===== src/rtl/mem_bist.sv =====
// -----------------------------------------------------------------------------
// mem_bist : single-port memory built-in self test controller.
//
// One run writes a pattern to every location (ascending), then reads each
// location back and compares it with the same pattern. The run length is
// 3*DEPTH cycles: one WRITE cycle per address, then a READ/CHECK pair per
// address.
//
// Parameters
//   ADDR_W  memory address width, DEPTH = 2**ADDR_W
//   DATA_W  memory data width (2..64)
//   ERR_W   width of the saturating mismatch counter
//
// Ports
//   clk        clock, all state changes on the rising edge
//   rst_n      asynchronous active-low reset
//   start      level; accepted only in IDLE or DONE
//   mode       pattern: 0 zeros, 1 address, 2 checkerboard, 3 ~address
//   read       memory read strobe (registered)
//   write      memory write strobe (registered)
//   addr       memory address (registered)
//   data_in    memory write data (registered)
//   data_out   memory read data, sampled on the edge ending the read cycle
//   busy       run in progress
//   done       run finished, held until the next accepted start
//   pass       1 while done and no mismatches were seen
//   err_count  saturating mismatch count of the current/last run
//   fail_addr  address of the first mismatch
//   fail_data  data read at the first mismatch
//
// Configuration
//   MEM_BIST_ERRLOG_EN  when defined, fail_addr/fail_data capture the first
//                       mismatch of a run; otherwise both are tied to zero.
// -----------------------------------------------------------------------------
module mem_bist #(
  parameter int ADDR_W = 5,
  parameter int DATA_W = 8,
  parameter int ERR_W  = 8
) (
  input  logic              clk,
  input  logic              rst_n,
  input  logic              start,
  input  logic [1:0]        mode,
  output logic              read,
  output logic              write,
  output logic [ADDR_W-1:0] addr,
  output logic [DATA_W-1:0] data_in,
  input  logic [DATA_W-1:0] data_out,
  output logic              busy,
  output logic              done,
  output logic              pass,
  output logic [ERR_W-1:0]  err_count,
  output logic [ADDR_W-1:0] fail_addr,
  output logic [DATA_W-1:0] fail_data
);

  typedef enum logic [2:0] {
    ST_IDLE,
    ST_WRITE,
    ST_READ,
    ST_CHECK,
    ST_DONE
  } state_t;

  localparam logic [ADDR_W-1:0] LAST_ADDR = '1;
  localparam logic [ERR_W-1:0]  ERR_MAX   = '1;

  // Pattern value for address a under mode m. The checkerboard starts with
  // LSB 1 on even addresses and inverts on odd ones, which also covers odd
  // DATA_W without a special case.
  function automatic logic [DATA_W-1:0] pattern(input logic [1:0] m,
                                                input logic [ADDR_W-1:0] a);
    logic [DATA_W-1:0] as_data;
    logic [DATA_W-1:0] chk;
    as_data = DATA_W'(a);
    for (int i = 0; i < DATA_W; i++) begin
      chk[i] = (i % 2 == 0) ? ~a[0] : a[0];
    end
    case (m)
      2'd0:    return '0;
      2'd1:    return as_data;
      2'd2:    return chk;
      default: return ~as_data;
    endcase
  endfunction

  state_t            state_q, state_d;
  logic [1:0]        mode_q, mode_d;
  logic              read_q, read_d;
  logic              write_q, write_d;
  logic [ADDR_W-1:0] addr_q, addr_d;
  logic [DATA_W-1:0] data_in_q, data_in_d;
  logic              busy_q, busy_d;
  logic              done_q, done_d;
  logic [ERR_W-1:0]  err_q, err_d;
  logic [DATA_W-1:0] rd_q, rd_d;
  logic [ADDR_W-1:0] addr_inc;
  logic              mismatch;

  assign addr_inc = addr_q + 1'b1;

  // Next-state and next-output logic. Outputs are computed one cycle ahead
  // so they can all leave the block straight from flops.
  // NOTE: every signal gets a default before the case so no path leaves one
  // unassigned, which would infer a latch.
  always_comb begin
    state_d   = state_q;
    mode_d    = mode_q;
    read_d    = 1'b0;
    write_d   = 1'b0;
    addr_d    = addr_q;
    data_in_d = '0;
    busy_d    = busy_q;
    done_d    = done_q;
    err_d     = err_q;
    rd_d      = rd_q;
    mismatch  = 1'b0;

    case (state_q)
      ST_IDLE, ST_DONE: begin
        if (start) begin
          // The first write is issued on the accepting edge, so the incoming
          // mode is used directly rather than the not-yet-latched copy.
          state_d   = ST_WRITE;
          mode_d    = mode;
          write_d   = 1'b1;
          addr_d    = '0;
          data_in_d = pattern(mode, '0);
          busy_d    = 1'b1;
          done_d    = 1'b0;
          err_d     = '0;
        end
      end

      ST_WRITE: begin
        if (addr_q == LAST_ADDR) begin
          state_d = ST_READ;
          addr_d  = '0;
          read_d  = 1'b1;
        end else begin
          addr_d    = addr_inc;
          write_d   = 1'b1;
          data_in_d = pattern(mode_q, addr_inc);
        end
      end

      ST_READ: begin
        // Read data is valid on the edge that ends the read cycle.
        state_d = ST_CHECK;
        rd_d    = data_out;
      end

      ST_CHECK: begin
        mismatch = (rd_q != pattern(mode_q, addr_q));
        if (mismatch && (err_q != ERR_MAX)) begin
          err_d = err_q + 1'b1;
        end
        if (addr_q == LAST_ADDR) begin
          state_d = ST_DONE;
          busy_d  = 1'b0;
          done_d  = 1'b1;
        end else begin
          state_d = ST_READ;
          addr_d  = addr_inc;
          read_d  = 1'b1;
        end
      end

      default: state_d = ST_IDLE;
    endcase
  end

  // NOTE: sequential state uses non-blocking assignments so every flop
  // samples the pre-edge value of the others.
  always_ff @(posedge clk or negedge rst_n) begin
    if (!rst_n) begin
      state_q   <= ST_IDLE;
      mode_q    <= 2'd0;
      read_q    <= 1'b0;
      write_q   <= 1'b0;
      addr_q    <= '0;
      data_in_q <= '0;
      busy_q    <= 1'b0;
      done_q    <= 1'b0;
      err_q     <= '0;
      rd_q      <= '0;
    end else begin
      state_q   <= state_d;
      mode_q    <= mode_d;
      read_q    <= read_d;
      write_q   <= write_d;
      addr_q    <= addr_d;
      data_in_q <= data_in_d;
      busy_q    <= busy_d;
      done_q    <= done_d;
      err_q     <= err_d;
      rd_q      <= rd_d;
    end
  end

  assign read      = read_q;
  assign write     = write_q;
  assign addr      = addr_q;
  assign data_in   = data_in_q;
  assign busy      = busy_q;
  assign done      = done_q;
  assign err_count = err_q;
  assign pass      = done_q & (err_q == '0);

`ifdef MEM_BIST_ERRLOG_EN
  logic              run_start;
  logic [ADDR_W-1:0] fail_addr_q;
  logic [DATA_W-1:0] fail_data_q;

  assign run_start = start && ((state_q == ST_IDLE) || (state_q == ST_DONE));

  // A zero error count at compare time means this is the first mismatch of
  // the run; the counter never returns to zero within a run.
  always_ff @(posedge clk or negedge rst_n) begin
    if (!rst_n) begin
      fail_addr_q <= '0;
      fail_data_q <= '0;
    end else if (run_start) begin
      fail_addr_q <= '0;
      fail_data_q <= '0;
    end else if (mismatch && (err_q == '0)) begin
      fail_addr_q <= addr_q;
      fail_data_q <= rd_q;
    end
  end

  assign fail_addr = fail_addr_q;
  assign fail_data = fail_data_q;
`else
  assign fail_addr = '0;
  assign fail_data = '0;
`endif

endmodule


===== config.mk =====
export PLATFORM = sky130hd
export DESIGN_NAME = mem_bist
export DESIGN_NICKNAME = d
export VERILOG_FILES = /design/src/rtl/mem_bist.sv
export SDC_FILE = /design/constraint.sdc
export NUM_CORES = 1
export LEC_CHECK = 0
export ABC_CLOCK_PERIOD_IN_PS = 4600
export BUFFER_PORTS_ARGS = -buffer_cell sky130_fd_sc_hd__buf_2
export CORE_ASPECT_RATIO = 1.25
export CORE_UTILIZATION = 55
export DETAILED_ROUTE_END_ITERATION = 6
export GPL_ROUTABILITY_DRIVEN = 1
export PLACE_DENSITY = 0.81
export SLEW_MARGIN = 20
export SYNTH_ARGS = -nofsm -noshare
export SYNTH_HDL_FRONTEND = slang
export SYNTH_SLANG_ARGS = --single-unit

===== constraint.sdc =====
create_clock -name clk -period 4.6 [get_ports clk]
set_input_delay 0.46 -clock clk [delete_from_list [all_inputs] [get_ports clk]]
set_output_delay 0.46 -clock clk [all_outputs]
set_load 0.02 [all_outputs]

# After elaboration in Yosys (flattened, before gate mapping)
# Cells that the tools add are included.
totals:
  ff_bits: 38
  inputBits: 13
classes:
  addsub: 2
  n_eq_ne: 16
  mux: 29
  n_bitwise: 5
  reduce_logical: 14
ops:
  columns: ["op", "n"]
  rows:
  - ["$pmux W8 S2", 3]
  - ["$pmux W8 S3", 2]
  - ["$mux W8", 5]
  - ["$not A5 Y8", 2]
  - ["$mux W5", 3]
  - ["$pmux W5 S3", 1]
  - ["$pmux W3 S4", 1]
  - ["$ne A2 B2 Y1 const B", 5]
  - ["$mux W3", 3]
  - ["$reduce_and A3 Y1", 3]
  - ["$add A8 B1 Y8 const B", 1]
  - ["$logic_not A8 Y1", 1]
  - ["$ne A8 B8 Y1", 1]
  - ["$ne A8 B8 Y1 const B", 1]
  - ["$pmux W1 S2", 4]
  - ["$mux W1", 7]
  - ["$eq A3 B2 Y1 const B", 2]
  - ["$add A5 B1 Y5 const B", 1]
  - ["$eq A5 B5 Y1 const B", 1]
  - ["$eq A2 B1 Y1 const B", 2]
  - ["$eq A2 B2 Y1 const B", 2]
  - ["$logic_not A2 Y1", 2]
  - ["$reduce_and A2 Y1", 2]
  - ["$reduce_or A2 Y1", 2]
  - ["8 further kinds", 9]

# Logic depth before layout (Yosys ltp)
# Gate-level depths: netlist (run 1).
depth:
  word_depth: 7
  depth_mapped: 9
  mapped_depth_nobuf: 7

# Worst setup path after synthesis (run 1)
# Ideal clock, no wire load.
synth_timing:
  kind: "register -> output"
  startpoint: "register err_q[4], in the netlist err_count[4]"
  endpoint: "output pass"
  arrival_ns: 1.631
  required_time_ns: 4.140
  path_slack_ns: 2.509
  path_stages_with_launch: 3
  path_buffers: 0
  path_cell_list: "dfrtp_1 > or4_1 > nor4_1"
synth_between:
  elab_chain_cells: 2
synth_lines:
  columns: ["item", "line", "source"]
  rows:
  - ["from (decl)", "95", "logic [ERR_W-1:0] err_q, err_d;"]
  - ["from (signal assigned)", "196", "err_q <= err_d;"]
  - ["$logic_not A8 Y1", "208", "assign pass = done_q & (err_q == '0);"]
  - ["$and A1 B1 Y1", "208", null]
  - ["to (decl)", "51", "output logic pass,"]
# No other way between the ends.

# Worst setup path in the final report (run 1)
layout_timing:
  startpoint: "register mode_q[1]"
  endpoint: "register err_q[7], in the netlist err_count[7]"
layout_between:
  elab_chain_cells: 7
  elab_cells_between_ends: 9
  classes_between: "eq/ne: 4; mux: 2; reduce/logical: 3"
layout_lines:
  columns: ["item", "line", "source"]
  rows:
  - ["from (decl)", "88", "logic [1:0] mode_q, mode_d;"]
  - ["from (signal assigned)", "189", "mode_q <= mode_d;"]
  - ["$eq A2 B2 Y1, or another cell as far along", "79", "case (m)"]
  - ["$pmux W8 S3 *", "79", null]
  - ["$mux W8 *", "119", "case (state_q)"]
  - ["$ne A8 B8 Y1 *", "154", "mismatch = (rd_q != pattern(mode_q, addr_q));"]
  - ["$logic_and A1 B1 Y1 *", "155", "if (mismatch && (err_q != ERR_MAX)) begin"]
  - ["$ne A2 B2 Y1 (no source line) *", null, null]
  - ["$reduce_and A3 Y1 (no source line) *", null, null]
# Every way passes the cells marked *; elsewhere a longest branch is shown, timed or not. The select of a mux whose other input is x is not followed.
# A chain may end at the register's enable or synchronous reset.

==> results of run 1 <==
-- critical path, delay by kind of cell (launching register included) --
| family | cells | cell delay, ns |
|---|---|---|
| compound gates | 4 | 0.95 |
| simple gates | 1 | 0.29 |
| buf+inv | 1 | 0.43 |
| flops | 1 | 0.80 |
-- area by class of cell --
cell class	instances	area, µm²	area share, %
clock buffer	6	82.6	3.25
clock inverter	2	37.5	1.48
inverter	8	30.0	1.18
multi-input combinational	182	1210	47.5
sequential	37	926	36.4
tap	54	67.6	2.66
timing repair buffer	38	190	7.48
-- logic make-up after synthesis --
logic type,count (synthesis)
AO/OA/AOI/OAI,57
adder cells (fa/ha/maj),4
XOR/XNOR,8
AND/OR/NAND/NOR,86
flip-flops,37
buffers and inverters,34
multiplexers,14
other,1
-- power breakdown --
group	switching, µW	leakage [µW]	internal [µW]
logic	433	0.000634	339
clock network	119	0.0000574	176
registers	176	0.000477	426
total	728	0.00117	941
-- cell usage after synthesis, types with 3 or more instances --
cell type                  number
sky130_fd_sc_hd__dfrtp_1       37
sky130_fd_sc_hd__nand2_1       25
sky130_fd_sc_hd__buf_4         17
sky130_fd_sc_hd__nor2_1        17
sky130_fd_sc_hd__o21ai_0       16
sky130_fd_sc_hd__mux2_2         8
sky130_fd_sc_hd__a21oi_1        7
sky130_fd_sc_hd__inv_1          7
sky130_fd_sc_hd__nand3_1        6
sky130_fd_sc_hd__xnor2_1        6
sky130_fd_sc_hd__mux2i_1        5
sky130_fd_sc_hd__nand2b_1       5
sky130_fd_sc_hd__a22o_1         4
sky130_fd_sc_hd__clkbuf_1       4
sky130_fd_sc_hd__ha_1           4
sky130_fd_sc_hd__nor2b_1        4
sky130_fd_sc_hd__a211oi_1       3
sky130_fd_sc_hd__a22oi_1        3
sky130_fd_sc_hd__and3_1         3
sky130_fd_sc_hd__nor3_1         3
sky130_fd_sc_hd__or3_1          3
-- registers in the layout (all words and copies together) (netlist names) --
signal     cells
write          1
rd_q           8
busy           1
state_q        3
err_count      8
addr           5
read           1
data_in        7
mode_q         2
done           1
-- layout by cell type (no fill, tap or decap), drive strengths merged, types with 2 or more instances in the layout --
master  synthesis  routed
a211o           2       2
a211oi          3       3
a21boi          2       2
a21oi           7       7
a22o            4       4
a22oi           3       3
a32oi           2       2
and2            2       2
and3            3       3
buf            22      38
clkbuf          4       6
conb            1      13
dfrtp          37      37
ha              4       4
inv             7       7
mux2            9       9
mux2i           5       5
nand2          25      25
nand2b          5       5
nand3           6       6
nand4           2       2
nand4b          2       2
nor2           17      17
nor2b           4       4
nor3            4       4
nor3b           2       2
nor4            3       3
o21ai          17      17
o22ai           2       2
o41ai           2       2
or2b            2       2
or3             3       3
or4             2       2
xnor2           6       6
xor2            2       2
-- routing by layer --
| layer | GRT usage [%] | vias up |
|---|---|---|
| li1 | - | 906 |
| met3 | 3.65 | 8 |
| met5 | 0 | - |
| met4 | 9.30 | 0 |
| met1 | 29.3 | 911 |
| met2 | 37.0 | 46 |
-- worst max-delay path by stage --
stage                        end  cells past startpoint          from
finish              err_count[7]                      6     mode_q[1]
global route        err_count[7]                      6     mode_q[1]
CTS                 err_count[7]                      6     mode_q[1]
detailed placement  err_count[7]                      6     mode_q[1]
global placement    err_count[0]                      6     mode_q[1]
floorplan                   pass                      2  err_count[4]
-- metrics by stage --
| stage | worst slack (ns) | power [µW] | hold slack [ns] | instance area [µm²] |
|---|---|---|---|---|
| 6_report | 2.00 | 1670 | 0.246 | 2540 |
| 5_1_grt | 1.75 | 1790 | 0.330 | 2540 |
| 3_5_place_dp | 2.07 | 1370 | 0.481 | 2420 |
| 2_1_floorplan | 2.51 | 1230 | 0.164 | 2350 |
| 3_3_place_gp | 2.11 | 1360 | 0.458 | 2420 |
| 4_1_cts | 2.05 | 1670 | 0.272 | 2540 |
==> out/results.ini, run 1 <==
[outcome]
status = finished clean

[finish]
syn2layout_area_growth_pct = 10.4
num-fill-cells = 339
num_antenna_cells = 0
drive_above_1_share_pct = 23.4
nets = 289
fin_cells = 327
final_util_pct = 65.5

[sta]
layout_worst_path_cycle_share_pct = 56.5
layout_min_cycle_time_ns = 2.60
final-setup-viol-count = 0
timing.clock.skew_ns = 0.0115
tightestPinTransition_ns = 0.812
grt_setup_unrepaired = no
setup_total_negative_slack_ns = 0
final-hold-violation-count = 0
max_slew_margin_pct = 45.9
fmaxAchievable_ghz = 0.385
timing.final.max_slew_violations = 0

[floorplanning]
floorplan.initialDensity_pct = 59.3
dieHeight_um = 74.3
die_w_um = 59.9
placeableCoreArea_um2 = 3880
io-pin-count = 52
floorplan_die_area_um2 = 4450
placementRows = 25

[pwr]
worst_ir_drop_vdd_mv = 0.381
p_leak_uw = 0.00117
powerDensity_nw_per_um2 = 656

[synth]
largest_family_of_logic_cells_by_synthesized_area = simple AND/OR/NAND/NOR gates
postSynth.topFlopCell = sky130_fd_sc_hd__dfrtp_1
synth_top_area_cell = sky130_fd_sc_hd__dfrtp_1
post_synth_fa_ha_maj_area_fraction_pct = 2.18
post_synth_inst_count = 241
post_synth_and_or_nand_nor_area_fraction_pct = 20.6
synth_seq_cells = 37
synthDominantCellAreaShare_pct = 40.2
synth-async-reset-ratio_pct = 100
synth_sequential_area_ratio_pct = 40.2
ys.warnings.count = 0
synthDistinctLibCells = 63
synth_xor_area_share_pct = 3.05
synth_area_um2 = 2300
synth-compound-area-share_pct = 17.8
ys_top_cells_by_area = sky130_fd_sc_hd__dfrtp_1, sky130_fd_sc_hd__buf_4, sky130_fd_sc_hd__nand2_1
synth.avg_cell_area_um2 = 9.55
muxShareOfSynthArea_pct = 6.74
synth_edf_count = 0

[cts]
cts.path.max_buffers = 2
clock_sinks = 37
buffer_cell_driving_the_clock_tree_root = sky130_fd_sc_hd__clkbuf_8
numCtsBuffers = 5
post_cts_buffers = 0
htreeDepth = 2
post_cts.resized_instances = 0
cts_tree = built
worst_skew_pair.late_latency_ns = 0.30
path_clk_slew_ns = 0.08
cts_hold_buffers = 0

[placement]
gpl.final_weighted_congestion = 0.932
dp_hpwl_um = 3300
place.detailed.instances = 319
numPortBuffers = 38

[detailed_routing]
routed_wirelength_um = 4560
met1_length_um = 2070
drt_first_pass_iters = 4
met3_wirelength_um = 146
avgViaCountPerCell = 5.72
top_layer_used = met4
drc = 0
avgRoutedWirePerCell_um = 14.0
num_vias = 1871
antenna_violating_nets_post_route = 0
amount_of_wire_on_met2_after_detailed_routing_um = 2270
drt-initial-drc-count = 136

[worst_setup_path]
reg2regPathDepth = 6
regToRegStartpoint = mode_q[1]
worstReg2RegEnd = err_count[7]
crit_arrival_ns = 2.77
timing_worst_setup_path_type = register to register
start_kind = register
crit_path_top_delay_cell = sky130_fd_sc_hd__dfrtp_1
reg2reg_slack_ns = 2.00
critical_path.cell_chain = clkinv_1 -> o221ai_1 -> a221oi_2 -> and4_4 -> o311ai_0 -> o21ai_1
end_kind = register
critPathMaxStageDelay_ns = 0.80
critical_path_peak_fanout = 24
required_ns = 4.77

[grt]
grt_start_max_net_pins = 38
wire_length_of_the_first_global_routing_pass_um = 7420
grt_antenna_before_repair = 0
grt_util_all_layers_pct = 22.5
grt.overflow.total = 0
vias_in_the_first_global_route = 1596

[worst_hold_path]
hold_path_class = primary input to async pin

[run]
cap_viol_max_count = 0

(Power assumes the default switching activity.)
==> inputs of run 2 (changes only) <==
--- a/config.mk
+++ b/config.mk
@@ -5,13 +5,13 @@
 export SDC_FILE = /design/constraint.sdc
 export NUM_CORES = 1
 export LEC_CHECK = 0
-export ABC_CLOCK_PERIOD_IN_PS = 4600
+export ABC_CLOCK_PERIOD_IN_PS = 2400
 export BUFFER_PORTS_ARGS = -buffer_cell sky130_fd_sc_hd__buf_2
 export CORE_ASPECT_RATIO = 1.25
-export CORE_UTILIZATION = 55
+export CORE_UTILIZATION = 54
 export DETAILED_ROUTE_END_ITERATION = 6
 export GPL_ROUTABILITY_DRIVEN = 1
-export PLACE_DENSITY = 0.81
+export PLACE_DENSITY = 0.8
 export SLEW_MARGIN = 20
 export SYNTH_ARGS = -nofsm -noshare
 export SYNTH_HDL_FRONTEND = slang
==> constraint.sdc (replaced) <==
create_clock -name clk -period 2.4 [get_ports clk]
set_input_delay 0.24 -clock clk [delete_from_list [all_inputs] [get_ports clk]]
set_output_delay 0.24 -clock clk [all_outputs]
set_load 0.02 [all_outputs]
==> out/results.ini, run 2 (synthesized netlist as in run 1, its figures left out) <==
[floorplanning]
floorplan_die_area_um2 = 4530
die_w_um = 60.4
floorplan.initialDensity_pct = 56.1
dieHeight_um = 75.0
placementRows = 26
io-pin-count = 52
placeableCoreArea_um2 = 4100

[grt]
vias_in_the_first_global_route = 1674
grt_start_max_net_pins = 38
wire_length_of_the_first_global_routing_pass_um = 7530
grt.overflow.total = 0
grt_antenna_before_repair = 0
grt_util_all_layers_pct = 22.5

[cts]
htreeDepth = 2
clock_sinks = 37
cts_tree = built
path_clk_slew_ns = 0.07
cts.path.max_buffers = 2
post_cts.resized_instances = 0
post_cts_buffers = 0
worst_skew_pair.late_latency_ns = 0.29
cts_hold_buffers = 0
numCtsBuffers = 5
buffer_cell_driving_the_clock_tree_root = sky130_fd_sc_hd__clkbuf_8

[detailed_routing]
antenna_violating_nets_post_route = 0
drt_first_pass_iters = 4
avgViaCountPerCell = 5.58
drc = 0
routed_wirelength_um = 4650
drt-initial-drc-count = 142
num_vias = 1864
avgRoutedWirePerCell_um = 13.9

[pwr]
p_leak_uw = 0.00118
powerDensity_nw_per_um2 = 1220
worst_ir_drop_vdd_mv = 0.606
fin_total_pwr_uw = 3110

[finish]
nets = 294
drive_above_1_share_pct = 25.5
syn2layout_area_growth_pct = 10.8
layout_common_cells = sky130_fd_sc_hd__buf_2, sky130_fd_sc_hd__dfrtp_1, sky130_fd_sc_hd__nand2_1
most_frequent_standard_cell_in_the_layout_excluding_fill_and_tap_cells = sky130_fd_sc_hd__buf_2
num_antenna_cells = 0

[worst_setup_path]
start_kind = register
critical_path_peak_fanout = 24
crit_arrival_ns = 2.34
end_kind = register
required_ns = 2.56
timing_worst_setup_path_type = register to register

[run]
cap_viol_max_count = 0

[sta]
grt_setup_unrepaired = no
fmaxAchievable_ghz = 0.458
final-setup-viol-count = 0
layout_worst_path_cycle_share_pct = 90.9
final-hold-violation-count = 0
layout_setup_ws_ns = 0.218
setup_total_negative_slack_ns = 0
max_slew_margin_pct = 46.0
layout_min_cycle_time_ns = 2.18
timing.clock.skew_ns = 0.00602
timing.final.max_slew_violations = 0
tightestPinTransition_ns = 0.810

[placement]
dp_hpwl_um = 3460
numPortBuffers = 38
gpl.final_weighted_congestion = 0.897
dp_slack_ns = 0.0866

[worst_hold_path]
hold_path_class = primary input to async pin

[outcome]
status = finished clean

==> run 2: where the power goes <==
part / leakage [µW] / internal, µW / switching [µW]
combinational: 0.000659 / 678 / 892
clock: 0.0000439 / 200 / 220
sequential: 0.000475 / 821 / 296
total: 0.00118 / 1700 / 1410
==> run 2: routing by layer <==
metal	GRT usage, %	vias up	share of wire, %
li1	-	911	-
met1	27.5	871	42
met2	36.6	68	51
met3	4.81	14	4.5
met4	12.7	0	2.8
met5	0	-	0
==> run 2: metrics by stage <==
| step | cells | cell area, µm² | utilization (%) | hold slack [ns] |
|---|---|---|---|---|
| 2_1_floorplan | 253 | 2350 | - | -0.0556 |
| 3_3_place_gp | 326 | 2460 | 60.0 | 0.370 |
| 3_5_place_dp | 326 | 2460 | 60.0 | 0.385 |
| 4_1_cts | 334 | 2550 | 62.1 | 0.0673 |
| 5_1_grt | 334 | 2550 | 62.2 | 0.104 |
| 6_report | 334 | 2550 | 62.2 | 0.0366 |
==> run 2: final timing paths <==
| kind | slack, ns | end | depth (start not counted) | start |
|---|---|---|---|---|
| max | 0.22 | err_count[7] | 6 | mode_q[0] |
| min | 0.04 | state_q[0] | 1 | rst_n |
| max reg2reg | 0.22 | err_count[7] | 6 | mode_q[0] |
| min reg2reg | 0.48 | busy | 2 | busy |
| max in group asynchronous | 1.81 | mode_q[0] | 1 | rst_n |
| min in group clk | 0.14 | state_q[2] | 2 | start |
==> run 2: area by class of cell <==
type	instances	area (µm²)
inverters	8	30.0
well taps	56	70.1
repair buffers	43	228
clock buffers	5	68.8
clock inverters	3	17.5
multi-input cells	182	1210
flip-flops and latches	37	928
fillers	376	1550
==> run 2: worst max-delay path, stage by stage (launching register included) <==
cell and delay (ns):
sky130_fd_sc_hd__dfrtp_2 0.60, sky130_fd_sc_hd__or2b_1 0.27, sky130_fd_sc_hd__a311oi_2 0.34, sky130_fd_sc_hd__a221oi_2 0.06, sky130_fd_sc_hd__and4_4 0.26, sky130_fd_sc_hd__o311ai_0 0.39, sky130_fd_sc_hd__o21ai_1 0.12
